`src/rtl/regfile_wb_arbiter.sv`:
```
// Arbitrates the single regfile write port between ALU (A) and load (M) writebacks.
// M has fixed priority; a saturating starvation counter forces an A grant after STARVE_LIMIT denials.
module regfile_wb_arbiter #(
  parameter int unsigned STARVE_LIMIT = 3,
  parameter int unsigned CNT_W        = 4
) (
  input  logic        clk,
  input  logic        rst_n,
  input  logic        flush,
  input  logic        a_valid,
  output logic        a_ready,
  input  logic [4:0]  a_reg_name,
  input  logic [31:0] a_reg_val,
  input  logic        m_valid,
  output logic        m_ready,
  input  logic [4:0]  m_reg_name,
  input  logic [31:0] m_reg_val,
  output logic        w_enable,
  output logic [4:0]  w_reg_name,
  output logic [31:0] w_reg_val,
  output logic [31:0] busy,
  output logic        w_src
);

  localparam logic [CNT_W-1:0] LIMIT = CNT_W'(STARVE_LIMIT);

  logic [CNT_W-1:0] starve_cnt_q, starve_cnt_d;
  logic             w_enable_q, w_enable_d;
  logic [4:0]       w_reg_name_q, w_reg_name_d;
  logic [31:0]      w_reg_val_q, w_reg_val_d;
  logic             w_src_q, w_src_d;
  logic             grant_a, grant_m;

  // Grants depend only on current requests and the counter, never on prior ready.
  always_comb begin
    grant_a = 1'b0;
    grant_m = 1'b0;
    if (rst_n && !flush) begin
      if (a_valid && (!m_valid || starve_cnt_q >= LIMIT)) begin
        grant_a = 1'b1;
      end else if (m_valid) begin
        grant_m = 1'b1;
      end
    end
  end

  always_comb begin
    starve_cnt_d = starve_cnt_q;
    w_enable_d   = 1'b0;
    w_reg_name_d = w_reg_name_q;
    w_reg_val_d  = w_reg_val_q;
    w_src_d      = w_src_q;

    if (!flush) begin
      if (!a_valid || grant_a) begin
        starve_cnt_d = '0;
      end else if (starve_cnt_q < LIMIT) begin
        starve_cnt_d = starve_cnt_q + 1'b1;
      end
    end

    // x0 requests are consumed but never reach the regfile.
    if (grant_a && a_reg_name != 5'd0) begin
      w_enable_d   = 1'b1;
      w_reg_name_d = a_reg_name;
      w_reg_val_d  = a_reg_val;
      w_src_d      = 1'b0;
    end else if (grant_m && m_reg_name != 5'd0) begin
      w_enable_d   = 1'b1;
      w_reg_name_d = m_reg_name;
      w_reg_val_d  = m_reg_val;
      w_src_d      = 1'b1;
    end
  end

  always_ff @(posedge clk or negedge rst_n) begin
    if (!rst_n) begin
      starve_cnt_q <= '0;
      w_enable_q   <= 1'b0;
      w_reg_name_q <= '0;
      w_reg_val_q  <= '0;
      w_src_q      <= 1'b0;
    end else begin
      starve_cnt_q <= starve_cnt_d;
      w_enable_q   <= w_enable_d;
      w_reg_name_q <= w_reg_name_d;
      w_reg_val_q  <= w_reg_val_d;
      w_src_q      <= w_src_d;
    end
  end

  always_comb begin
    busy = '0;
    if (w_enable_q) begin
      busy[w_reg_name_q] = 1'b1;
    end
  end

  assign a_ready    = grant_a;
  assign m_ready    = grant_m;
  assign w_enable   = w_enable_q;
  assign w_reg_name = w_reg_name_q;
  assign w_reg_val  = w_reg_val_q;
  assign w_src      = w_src_q;

endmodule

```
`config.mk`:
```
export PLATFORM = sky130hd
export DESIGN_NAME = regfile_wb_arbiter
export DESIGN_NICKNAME = d
export VERILOG_FILES = /design/src/rtl/regfile_wb_arbiter.sv
export SDC_FILE = /design/constraint.sdc
export NUM_CORES = 1
export LEC_CHECK = 0
export CAP_MARGIN = 20
export CORE_ASPECT_RATIO = 0.75
export CORE_MARGIN = 5
export CORE_UTILIZATION = 32
export DETAILED_ROUTE_END_ITERATION = 7
export GPL_TIMING_DRIVEN = 0
export PLACE_DENSITY = 0.76
export SYNTH_ARGS = -nofsm -noshare
export SYNTH_HDL_FRONTEND = slang
export SYNTH_SLANG_ARGS = --single-unit
```
`constraint.sdc`:
```
create_clock -name clk -period 1.9 [get_ports clk]
set_clock_uncertainty 0.05 [all_clocks]
set_input_delay 0.38 -clock clk [delete_from_list [all_inputs] [get_ports clk]]
set_output_delay 0.38 -clock clk [all_outputs]
set_load 0.01 [all_outputs]
```
### Word level (Yosys, flattened, before mapping)

Index checks and enable logic that the tools add are counted.

* bits in registers: 43
* output and inout bits: 73
* word-level logic and storage cells: 44

* $add $sub $neg: 1
* order comparisons: 4
* multiplexer cells: 18
* bitwise logic cells: 1
* reduce and logical (&&, ||, !) cells: 15

Operators with widths (count)
* $mux W32: 3
* $mux W1: 10
* $mux W5: 2
* $reduce_bool A5 Y1: 2
* $mux W4: 2
* $lt A5 B6 Y1 const B: 1
* $demux W1 S5: 1
* $ge A5 B1 Y1 const B: 1
* $logic_and A1 B1 Y1: 5
* $add A4 B1 Y4 const B: 1
* $ge A4 B2 Y1 const B: 1
* $lt A4 B2 Y1 const B: 1
* $reduce_bool A2 Y1: 2
* $logic_not A1 Y1: 3
* $logic_or A1 B1 Y1: 2
* $reduce_and A2 Y1: 1
* $not A1 Y1: 1

### Logic depth before layout (Yosys ltp)

Gate-level depths: netlist (run 1).

* depth in word-level cells: 8
* gate-level depth with buffers: 8
* mapped depth without buffers: 6

### Worst setup path before layout (run 1)

OpenSTA, ideal clock, no wires.

* path type: register to register
* start: reg starve_cnt_q[0]
* end: reg w_reg_name_q[0] (netlist: w_reg_name[0])
* library setup time: 0.126 ns
* arrival time: 1.919 ns
* required time: 1.724 ns
* path slack: -0.195 ns
* cell stages (with the launch flop): 9
* path buffers: 2
* period minus slack after synthesis: 2.095 ns
* cell sequence: dfrtp_1 > ha_1 > or4b_1 > nand3_1 > or2_1 > buf_4 > buf_4 > mux2i_1 > a21oi_1

* word-level cells in the longest chain between the ends: 7
* elaborated cells between the ends (all ways): 11

Ends and longest elaborated chain
* start, declared: line 27 `logic [CNT_W-1:0] starve_cnt_q, starve_cnt_d;`
* start signal, assigned: line 84 `starve_cnt_q <= starve_cnt_d;`
* $ge A4 B2 Y1 (*): line 39 `if (a_valid && (!m_valid || starve_cnt_q >= LIMIT)) begin`
* $logic_or A1 B1 Y1 (*): line 39
* $logic_and A1 B1 Y1 (*): line 39
* $mux W1: line 39
* $mux W1: line 38 `if (rst_n && !flush) begin`
* $logic_and A1 B1 Y1 (on tied branches): line 63, 68
* $mux W5 / $reduce_bool A2 Y1 (equally long branches)
* end signal, assigned: line 86 `w_reg_name_q <= w_reg_name_d;`
* end, declared: line 29 `logic [4:0] w_reg_name_q, w_reg_name_d;`

Every way passes the cells marked *; elsewhere a longest branch is shown, timed or not.
A chain may end at the register's enable or synchronous reset.

### Worst setup path after layout (run 1)

* start: reg starve_cnt_q[0]
* end: reg w_reg_val_q[25] (netlist: w_reg_val[25])

* word-level cells in the longest chain between the ends: 7
* elaborated cells between the ends (all ways): 11

Ends and longest elaborated chain
* $ge A4 B2 Y1 (*): line 39
* $logic_or A1 B1 Y1 (*): line 39
* $logic_and A1 B1 Y1 (*): line 39
* $mux W1: line 39
* $mux W1: line 38
* $logic_and A1 B1 Y1 (on tied branches): line 63, 68
* $mux W32 / $reduce_bool A2 Y1 (equally long branches)
* end signal, assigned: line 87 `w_reg_val_q <= w_reg_val_d;`
* end, declared: line 30 `logic [31:0] w_reg_val_q, w_reg_val_d;`

Marked as above.

==> results.rst, run 1 <==
.. list-table::
   :header-rows: 1

   * - Metric
     - Value
   * - DRT antenna net count
     - 0
   * - Yosys warns
     - 0
   * - Setup-failing EPs final
     - 66
   * - PnR Total Power
     - between 3 and 4 mW
   * - Number of antenna violations at the first check in global routing
     - 0
   * - Via count of the first global-routing pass
     - roughly 2500
   * - TritonCTS clock tree
     - built
   * - Critical path launch point type
     - register
   * - Ant. Diodes
     - 0
   * - Finished layout cell area
     - roughly 4800 µm²
   * - Max Fanout on Critical Path
     - 7
   * - Clock transition at the registers of the reported paths
     - 0.07 ns
   * - Final worst-path cycle share
     - 117%
   * - Area of the multi-input gates
     - 1360 µm²
   * - Core Box Area
     - between 6000 and 7000 µm²
   * - Hold path startpoint
     - starve_cnt_q[3]$_DFFE_PN0P_
   * - Nets in the synthesized netlist
     - 324
   * - IO Port Bufs
     - around 150
   * - Kind of end point of the critical path
     - register
   * - Endpoint required time on the critical path
     - 2.06 ns
   * - Max transition margin
     - around 70%
   * - Per-cell via count in the routed design
     - 4.89
   * - Worst endpoint data arrival time
     - approximately 2.4 ns
   * - Final hold violation count
     - 0
   * - Top_reg_cell synth
     - dfrtp_1
   * - Number of remaining DRC errors
     - 0
   * - First-pass GRT wire length
     - around 13000 µm
   * - Clk root buf
     - clkbuf_8
   * - Post-layout nets
     - 525
   * - Commonest non-fill, non-tap cell in the layout
     - clkdlybuf4s50_1
   * - Detailed router's first-iteration violation count
     - 53
   * - CTS HTree Levels
     - 2
   * - Register bit count reported by yosys
     - 43
   * - Min Clock Period, post-route
     - about 2.2 ns
   * - Yosys top cell by area
     - dfrtp_1
   * - Layout cell share with drive strength beyond 1
     - 36.8%
   * - Global placer's final weighted congestion
     - around 0.78
   * - Dpl hpwl
     - slightly above 6000 µm
   * - Number of clock sinks
     - 43
   * - Overflow after GRT
     - 0
   * - Max Transition Viols Final
     - 0
   * - Worst R2R Start
     - starve_cnt_q[0]$_DFFE_PN0P_
   * - Count of mapped cells out of synthesis
     - between 200 and 250
   * - Type of the most critical hold path
     - reg -> reg
   * - Synth unique cells
     - 27
   * - Final core utilization
     - 69.7%
   * - Total CTS buffers
     - 5
   * - Actual slew at the worst max-slew pin
     - between 0.4 and 0.5 ns
   * - Post-Synthesis Cell Area
     - 2240 µm²
   * - Max capacitance violation total
     - 0
   * - Worst-Skew Late Latency
     - approximately 0.28 ns
   * - Initial DRT Pass Iterations
     - 4
   * - F_max
     - roughly 0.45 GHz
   * - Die outline width
     - between 100 and 150 µm
   * - Worst-case setup margin in the final layout
     - -0.321 ns
   * - Worst voltage drop across the vdd grid
     - between 0.3 and 0.4 mV
   * - Power density relative to cell area
     - roughly 650 nW/µm²
   * - Worst hold slack across all endpoints
     - around 0.47 ns
   * - Type of the worst setup path
     - reg -> reg
   * - Vert. Die Dim
     - between 80 and 90 µm
   * - FF+latch area
     - about 1100 µm²
   * - Post-synthesis average cell area
     - approximately 9 µm²
   * - Setup repair after global routing missed its margin
     - true
   * - Critical path launch point
     - starve_cnt_q[0]$_DFFE_PN0P_
   * - Outcome
     - finished, violations left
   * - Sequential element share of the synthesized area
     - 47.9%
   * - Biggest area contributors in the synthesized netlist
     - dfrtp_1 48%, mux2i_1 16%, nor2_1 12%
   * - Most used cells in the layout excluding fill and tap cells
     - 113 x clkdlybuf4s50_1, 40 x nor2_1, 38 x dfrtp_1, 34 x buf_6, 33 x mux2i_1
   * - Standard-cell row count
     - 26
   * - Buffer levels on the longest clock path
     - 2
   * - Syn-to-layout area delta
     - 112%
   * - Static leakage
     - roughly 2.2 nW
   * - Global router's overall resource usage
     - between 15 and 20%
   * - Vias post-DR
     - between 2000 and 3000
   * - Effective utilization at floorplan
     - approximately a third
   * - Area post-placement
     - slightly below 4000 µm²
   * - Floorplan die area
     - a little under 9000 µm²
   * - Number of synthesized flops with an enable pin
     - 0
   * - Maximum number of pins on one net before global-route repair
     - 23
   * - Fill cells
     - around 550
   * - Fraction of synthesized cell area taken by the top area cell type
     - 47.9%
   * - Post-synthesis async set-or-reset flop share
     - 100%
   * - Violated checks
     - negative setup slack
   * - I/O Pins
     - 152
   * - Routed wire per std cell
     - around 17 µm
   * - Total Routed Length
     - roughly 9000 µm
-- cells by family (layout without fill, tap and decap cells) --
kind of cell	count (synthesis)	count (layout)	synth area share (%)
adder cells (fa/ha/maj)	1	1	0.557
multiplexers	36	36	16.1
flip-flops	43	43	47.9
AND/OR/NAND/NOR	99	99	20.1
AO/OA/AOI/OAI	45	45	10.7
buffers and inverters	20	222	4.68
-- layout make-up --
cell class | count | area share (%)
clock inverter | 2 | 0.263
clock buffer | 6 | 1.52
buffer | 12 | 3.62
sequential | 43 | 22.7
inverter | 4 | 0.315
multi-input combinational | 181 | 28.5
timing repair buffer | 198 | 40.8
tap | 84 | 2.21
-- worst max-delay path, cell delays in order, from the launching register on --
cell      delay, ns
dfrtp_1        0.39
ha_2           0.20
or4b_4         0.56
nor4bb_4       0.19
a211oi_2       0.15
buf_4          0.17
buf_12         0.14
buf_6          0.13
nor2_1         0.05
a21oi_1        0.11
-- routing by layer --
layer,up-vias,track usage (%),routed length (µm)
met4,0,3.32,116
met1,1235,21.7,3560
met2,109,31.0,4410
met3,12,6.45,803
li1,1237,-,-
met5,-,0,0
-- what timing repair did --
action	in CTS	in global routing
pin swaps	16	21
setup buffers	28	16
setup endpoints to repair	72	74
cloned	0	1
resized for setup	148	119
endpoints found under the hold margin	22	0
hold buffers	2	0
-- registers in the layout, indices dropped and copies added (netlist names) --
signal and flops:
w_enable 1, starve_cnt_q 4, w_src 1, w_reg_name 5, w_reg_val 32
-- path summary, 6_finish.rpt --
path / end / cells after the start / slack, ns
setup reg to reg: w_reg_val[25]$_DFFE_PN0P_ / 9 / -0.32
max in group asynchronous: w_reg_name[4]$_DFFE_PN0P_ / 4 / 0.81
min in group asynchronous: w_reg_val[27]$_DFFE_PN0P_ / 2 / 0.51
hold / removal: starve_cnt_q[3]$_DFFE_PN0P_ / 1 / 0.47
setup / recovery: w_reg_val[25]$_DFFE_PN0P_ / 9 / -0.32
hold reg to reg: starve_cnt_q[3]$_DFFE_PN0P_ / 1 / 0.47
-- where the power goes --
group,total [mW],switching (mW),internal [mW]
Combinational,1.31,0.534,0.779
Sequential,1.20,0.127,1.07
Clock,0.569,0.312,0.257
-- metrics by stage --
| step | TNS [ns] | worst slack [ns] | cells |
|---|---|---|---|
| finish | -13.15 | -0.321 | 530 |
| global placement | -118.62 | -1.93 | 479 |
| detailed placement | -29.21 | -0.721 | 480 |
| global route | -18.18 | -0.420 | 530 |
| floorplan | -2.25 | -0.0727 | 244 |
| CTS | -11.98 | -0.313 | 514 |
-- cell usage after synthesis (3+ instances only) --
| master | n |
|---|---|
| nor2_1 | 72 |
| dfrtp_1 | 43 |
| a21oi_1 | 37 |
| mux2i_1 | 36 |
| buf_4 | 7 |
| clkbuf_1 | 6 |
| nand3b_1 | 5 |
| inv_1 | 4 |
| nand3_1 | 4 |
| buf_2 | 3 |
| nand2_1 | 3 |
| nor2b_1 | 3 |
| or3b_2 | 3 |
Note: power is estimated with default switching activity, not from simulation.
==> run 2, diff against run 1 <==
PLACE_DENSITY = not set   (was 0.76)
PLACE_DENSITY_LB_ADDON = 0.1   (was not set)
TNS_END_PERCENT = 1   (was not set)
==> results.rst, run 2 (same netlist as run 1, synthesis figures left out) <==
.. list-table::
   :header-rows: 1

   * - Metric
     - Value
   * - Actual slew at the worst max-slew pin
     - 0.397 ns (was 0.427 ns)
   * - F_max
     - 0.449 GHz (was 0.450 GHz)
   * - Initial DRT Pass Iterations
     - 6 (was 4)
   * - Effective utilization at floorplan
     - 32.9% (unchanged)
   * - Floorplan die area
     - 8810 µm² (unchanged)
   * - Violated checks
     - negative setup slack (unchanged)
   * - Fill cells
     - 598 (was 546)
   * - Detailed router's first-iteration violation count
     - 102 (was 53)
   * - Number of antenna violations at the first check in global routing
     - 0 (unchanged)
   * - Kind of end point of the critical path
     - output port (was register)
   * - Worst-case setup margin in the final layout
     - -0.327 ns (was -0.321 ns)
   * - Number of remaining DRC errors
     - 0 (unchanged)
   * - Die outline width
     - 107 µm (unchanged)
   * - Worst slack, placed
     - -0.739 ns (was -0.721 ns)
   * - Max capacitance violation total
     - 0 (unchanged)
   * - Max transition margin
     - 73.4% (was 71.4%)
   * - Min Clock Period, post-route
     - 2.23 ns (was 2.22 ns)
   * - CTS HTree Levels
     - 2 (unchanged)
   * - Global router's overall resource usage
     - 17.9% (about the same)
   * - Final worst-path cycle share
     - 117% (about the same)
   * - Number of clock sinks
     - 43 (unchanged)
   * - Internal power summed over all cells
     - 2.07 mW (was 2.11 mW)
   * - Vert. Die Dim
     - 82.5 µm (unchanged)
   * - Standard-cell row count
     - 26 (unchanged)
   * - Critical path launch point type
     - input pin (was register)
   * - Global placer's final weighted congestion
     - 0.728 (was 0.779)
   * - Highest-delay cell along the critical path
     - or4b_4 (unchanged)
   * - Sequential cell fraction of total power
     - 40.5% (was 39.0%)
   * - Area of the multi-input gates
     - 1200 µm² (was 1360 µm²)
   * - Sum of buffers and inverters on the critical path
     - 2 (was 3)
   * - Layout cell share with drive strength beyond 1
     - 27.8% (was 36.8%)
   * - Net Switching
     - 870 µW (was 973 µW)
   * - Clock transition at the registers of the reported paths
     - 0.08 ns (was 0.07 ns)
   * - Ant. Diodes
     - 0 (unchanged)
   * - Type of the worst setup path
     - in -> out (was reg -> reg)
   * - Routed wire per std cell
     - 16.1 µm (was 16.8 µm)
   * - Setup repair after global routing missed its margin
     - true (unchanged)
   * - Syn-to-layout area delta
     - 93.0% (was 112%)
   * - Max Transition Viols Final
     - 0 (unchanged)
   * - Top delay family on crit path
     - simple AND/OR/NAND/NOR gates (unchanged)
   * - Area post-placement
     - 3930 µm² (was 3940 µm²)
   * - Via count of the first global-routing pass
     - 2467 (was 2537)
   * - IO Port Bufs
     - 151 (unchanged)
   * - Max Fanout on Critical Path
     - 3 (was 7)
   * - Cell Chain, Critical Path
     - clkdlybuf4s50_1 -> or4b_4 -> nand2_4 -> and3_4 -> buf_6 (was ha_2 -> or4b_4 -> nor4bb_4 -> a211oi_2 -> buf_4 -> buf_12 -> buf_6 -> nor2_1 -> a21oi_1)
   * - Number of flip-flops in the largest register
     - 32 (unchanged)
   * - Finished layout cell area
     - 4330 µm² (was 4760 µm²)
   * - FF+latch area
     - 1080 µm² (about the same)
   * - Endpoint required time on the critical path
     - 1.47 ns (was 2.06 ns)
   * - Vias post-DR
     - 2406 (was 2593)
   * - Overflow after GRT
     - 0 (unchanged)
   * - Static leakage
     - 2.00 nW (was 2.18 nW)
   * - Dpl hpwl
     - 6090 µm (was 6080 µm)
   * - Power density relative to cell area
     - 677 nW/µm² (was 647 nW/µm²)
   * - Maximum number of pins on one net before global-route repair
     - 40 (was 23)
   * - TritonCTS clock tree
     - built (unchanged)
   * - Clk root buf
     - clkbuf_8 (unchanged)
   * - Most used cells in the layout excluding fill and tap cells
     - 116 x clkdlybuf4s50_1, 64 x nor2_1, 37 x dfrtp_1, 33 x mux2i_1, 30 x a21oi_1 (was 113 x clkdlybuf4s50_1, 40 x nor2_1, 38 x dfrtp_1, 34 x buf_6, 33 x mux2i_1)
   * - Largest stage delay on the critical path
     - 0.53 ns (was 0.56 ns)
   * - First-pass GRT wire length
     - 12500 µm (was 12600 µm)
   * - Per-cell via count in the routed design
     - 4.73 (was 4.89)
   * - Relative contribution of the clock network to total power
     - 21.8% (was 18.5%)
   * - Setup-failing EPs final
     - 48 (was 66)
   * - Total CTS buffers
     - 5 (unchanged)
   * - Type of the most critical hold path
     - in -> async (was reg -> reg)
   * - Post-layout nets
     - 504 (was 525)
   * - Core Box Area
     - 6830 µm² (unchanged)
   * - Worst voltage drop across the vdd grid
     - 0.442 mV (was 0.319 mV)
   * - I/O Pins
     - 152 (unchanged)
   * - DRT antenna net count
     - 0 (unchanged)
   * - Final hold violation count
     - 0 (unchanged)
   * - Fraction of power spent switching nets
     - 29.7% (was 31.5%)
   * - Commonest non-fill, non-tap cell in the layout
     - clkdlybuf4s50_1 (unchanged)
   * - Outcome
     - finished, violations left (unchanged)
   * - Total Routed Length
     - 8200 µm (was 8900 µm)
   * - Buffer levels on the longest clock path
     - 2 (unchanged)
   * - Worst endpoint data arrival time
     - 1.80 ns (was 2.38 ns)
   * - Worst-Skew Late Latency
     - 0.29 ns (was 0.28 ns)
   * - Summed negative setup slack over all endpoints
     - -11.51 ns (was -13.15 ns)
   * - Worst hold slack across all endpoints
     - 0.00878 ns (was 0.474 ns)
   * - Share of power burned in combinational logic
     - 37.7% (was 42.6%)
run 2: changes by cell type in the layout (fill, tap and decap cells not counted), sizes merged, moves of 2 or more:
cell	delta
clkdlybuf4s15	+6
clkdlybuf4s50	+3
buf	-32
dlymetal6s2s	-2
clkbuf	+7
run 2: final cells by class:
cell class | instances | area share [%]
sequential | 43 | 25.0
inverter | 4 | 0.347
multi-input combinational | 181 | 27.6
clock buffer | 8 | 2.31
tap | 84 | 2.43
buffer | 12 | 3.70
timing repair buffer | 177 | 38.6
run 2: power groups by stage:
stage	clock network (mW)	registers (mW)	logic, mW
global route	0.719	1.21	1.19
floorplan	0	1.25	0.313
finish	0.640	1.19	1.11
CTS	0.666	1.18	1.07
global placement	0	1.17	0.978
detailed placement	0	1.18	0.997
run 2: timing repair:
action | in CTS | in global routing
endpoints found under the hold margin | 7 | 0
endpoints found under the setup margin | 72 | 69
gates cloned | 1 | 1
setup buffers | 16 | 6
hold buffers | 1 | 0
pin swaps | 12 | 8
resized for setup | 143 | 39
run 2: stage by stage:
stage	util [%]	total power, mW	std cells
floorplan	-	1.56	244
global placement	57.3	2.15	479
detailed placement	57.5	2.17	480
CTS	61.5	2.92	502
global route	63.4	3.12	509
finish	63.4	2.94	509
run 2: path summary, 6_finish.rpt:
kind                                              from                           to  slack (ns)  depth (start not counted)
max                                            m_valid                      m_ready       -0.33                          5
min                                              rst_n    w_reg_val[11]$_DFFE_PN0P_       0.009                          2
max reg2reg                starve_cnt_q[0]$_DFFE_PN0P_    w_reg_val[27]$_DFFE_PN0P_       -0.30                          8
min reg2reg                starve_cnt_q[3]$_DFFE_PN0P_  starve_cnt_q[3]$_DFFE_PN0P_        0.48                          1
max in group asynchronous                        rst_n    w_reg_val[31]$_DFFE_PN0P_        1.05                          2
min in group clk           starve_cnt_q[3]$_DFFE_PN0P_  starve_cnt_q[3]$_DFFE_PN0P_        0.48                          1
run 2: metal layers:
layer | part of all wire, % | track usage, % | up-vias
met5 | 0 | 0 | -
met2 | 46 | 28.8 | 82
met4 | 0.85 | 4.60 | 0
met1 | 45 | 23.5 | 1126
li1 | - | - | 1191
met3 | 7.6 | 5.91 | 7
==> run 3, diff against run 2 <==
PLACE_DENSITY = 0.76   (was not set)
PLACE_DENSITY_LB_ADDON = not set   (was 0.1)
==> results.rst, run 3 (same netlist as run 1, synthesis figures left out) <==
.. list-table::
   :header-rows: 1

   * - Metric
     - Value
   * - Setup repair after global routing missed its margin
     - true (unchanged)
   * - Max Transition Viols Final
     - 0 (unchanged)
   * - Number of clock sinks
     - 43 (unchanged)
   * - Actual slew at the worst max-slew pin
     - 0.889 ns (was 0.397 ns)
   * - Power density relative to cell area
     - 688 nW/µm² (was 677 nW/µm²)
   * - Cell total after placement
     - 480 (unchanged)
   * - Worst endpoint data arrival time
     - 2.34 ns (was 1.80 ns)
   * - Fin cells
     - 502 (was 509)
   * - Global router's overall resource usage
     - 17.2% (was 17.9%)
   * - I/O Pins
     - 152 (unchanged)
   * - Global placer's final weighted congestion
     - 0.804 (was 0.728)
   * - Maximum number of pins on one net before global-route repair
     - 25 (was 40)
   * - Type of the worst setup path
     - reg -> reg (was in -> out)
   * - Max transition margin
     - 40.5% (was 73.4%)
   * - Floorplan die area
     - 8810 µm² (unchanged)
   * - Total Routed Length
     - 7810 µm (was 8200 µm)
   * - Detailed router's first-iteration violation count
     - 47 (was 102)
   * - Die outline width
     - 107 µm (unchanged)
   * - Layout cell share with drive strength beyond 1
     - 21.1% (was 27.8%)
   * - Final hold violation count
     - 0 (unchanged)
   * - Critical path launch point type
     - register (was input pin)
   * - Max capacitance violation total
     - 0 (unchanged)
   * - Routed wire per std cell
     - 15.6 µm (was 16.1 µm)
   * - Post-layout nets
     - 497 (was 504)
   * - Ant. Diodes
     - 0 (unchanged)
   * - Max Fanout on Critical Path
     - 10 (was 3)
   * - Endpoint required time on the critical path
     - 2.02 ns (was 1.47 ns)
   * - Per-cell via count in the routed design
     - 4.81 (was 4.73)
   * - Static leakage
     - 1.98 nW (was 2.00 nW)
   * - Clk root buf
     - clkbuf_8 (unchanged)
   * - Worst-Skew Late Latency
     - 0.29 ns (about the same)
   * - TritonCTS clock tree
     - built (unchanged)
   * - Standard-cell row count
     - 26 (unchanged)
   * - Setup-failing EPs final
     - 51 (was 48)
   * - Effective utilization at floorplan
     - 32.9% (unchanged)
   * - Number of remaining DRC errors
     - 0 (unchanged)
   * - Vias post-DR
     - 2414 (was 2406)
   * - Vert. Die Dim
     - 82.5 µm (unchanged)
   * - Number of flip-flops in the largest register
     - 32 (unchanged)
   * - Commonest non-fill, non-tap cell in the layout
     - clkdlybuf4s50_1 (unchanged)
   * - PnR Total Power
     - 2.88 mW (was 2.94 mW)
   * - IO Port Bufs
     - 151 (unchanged)
   * - Outcome
     - finished, violations left (unchanged)
   * - Syn-to-layout area delta
     - 86.6% (was 93.0%)
   * - Clock transition at the registers of the reported paths
     - 0.09 ns (was 0.08 ns)
   * - Total CTS buffers
     - 5 (unchanged)
   * - DRT antenna net count
     - 0 (unchanged)
   * - Most used cells in the layout excluding fill and tap cells
     - 115 x clkdlybuf4s50_1, 68 x nor2_1, 38 x dfrtp_1, 37 x a21oi_1, 35 x mux2i_1 (was 116 x clkdlybuf4s50_1, 64 x nor2_1, 37 x dfrtp_1, 33 x mux2i_1, 30 x a21oi_1)
   * - Overflow after GRT
     - 0 (unchanged)
   * - First-pass GRT wire length
     - 12000 µm (was 12500 µm)
   * - Kind of end point of the critical path
     - register (was output port)
   * - Min Clock Period, post-route
     - 2.21 ns (was 2.23 ns)
   * - Number of antenna violations at the first check in global routing
     - 0 (unchanged)
   * - Via count of the first global-routing pass
     - 2477 (was 2467)
   * - F_max
     - 0.452 GHz (was 0.449 GHz)
   * - Buffer levels on the longest clock path
     - 2 (unchanged)
   * - Worst-case setup margin in the final layout
     - -0.314 ns (was -0.327 ns)
   * - R2r worst-path depth
     - 7 (was 8)
   * - Initial DRT Pass Iterations
     - 4 (was 6)
   * - Dpl hpwl
     - 6100 µm (was 6090 µm)
   * - Core Box Area
     - 6830 µm² (unchanged)
   * - Type of the most critical hold path
     - in -> async (unchanged)
   * - CTS HTree Levels
     - 2 (unchanged)
   * - Final worst-path cycle share
     - 117% (about the same)
   * - Worst voltage drop across the vdd grid
     - 0.367 mV (was 0.442 mV)
   * - Violated checks
     - negative setup slack (unchanged)
run 3: layout make-up:
cell class | count | area (µm²)
clock inverters | 1 | 7.51
repair buffers | 170 | 1600
well taps | 84 | 105
plain buffers | 12 | 151
flip-flops and latches | 43 | 1080
fillers | 609 | 2640
multi-input cells | 181 | 1130
inverters | 4 | 15.0
clock buffers | 7 | 96.3
run 3: final timing paths:
path                                             start                        end  slack (ns)
setup / recovery           starve_cnt_q[0]$_DFFE_PN0P_  w_reg_val[10]$_DFFE_PN0P_       -0.31
hold / removal                                   rst_n   w_reg_val[8]$_DFFE_PN0P_        0.06
setup reg to reg           starve_cnt_q[0]$_DFFE_PN0P_  w_reg_val[10]$_DFFE_PN0P_       -0.31
hold reg to reg              w_reg_val[16]$_DFFE_PN0P_  w_reg_val[16]$_DFFE_PN0P_        0.48
max in group asynchronous                        rst_n         w_enable$_DFF_PN0_        0.48
min in group clk             w_reg_val[16]$_DFFE_PN0P_  w_reg_val[16]$_DFFE_PN0P_        0.48
run 3: report_power, final:
group | switching [mW] | leakage (nW) | internal [mW]
sequential | 0.112 | 0.478 | 1.07
combinational | 0.421 | 1.45 | 0.629
clock | 0.316 | 0.0505 | 0.331
total | 0.849 | 1.98 | 2.03
run 3: critical path, cell delays in order, from the launching register on:
cell	delay [ns]
dfrtp_1	0.39
ha_2	0.19
or4b_4	0.52
nor4bb_1	0.17
a211oi_2	0.29
buf_6	0.21
buf_4	0.20
a21oi_1	0.08
run 3: through the flow:
| step | setup WS, ns | setup TNS, ns | area (µm²) | hold slack, ns | util [%] |
|---|---|---|---|---|---|
| 6_report | -0.314 | -11.03 | 4190 | 0.0556 | 61.3 |
| 5_1_grt | -0.402 | -15.53 | 4190 | 0.0605 | 61.3 |
| 4_1_cts | -0.325 | -11.50 | 4120 | 0.0584 | 60.4 |
| 3_5_place_dp | -0.735 | -29.73 | 3930 | 0.316 | 57.5 |
| 3_3_place_gp | -1.95 | -121.06 | 3910 | 0.418 | 57.3 |
| 2_1_floorplan | -0.0841 | -2.89 | 2290 | 0.0344 | - |
run 3: layer usage:
| metal | wire [µm] | GRT usage, % |
|---|---|---|
| met2 | 3710 | 30.8 |
| met4 | 44 | 3.19 |
| met1 | 3280 | 20.0 |
| met3 | 777 | 6.53 |
| met5 | 0 | 0 |
run 3: repair_timing:
item | CTS | global route
endpoints found under the hold margin | 19 | 0
pin swaps | 11 | 4
hold buffers | 2 | 0
gates resized for setup | 121 | 22
gates cloned | 0 | 1
buffers inserted | 12 | 3
endpoints found under the setup margin | 72 | 65
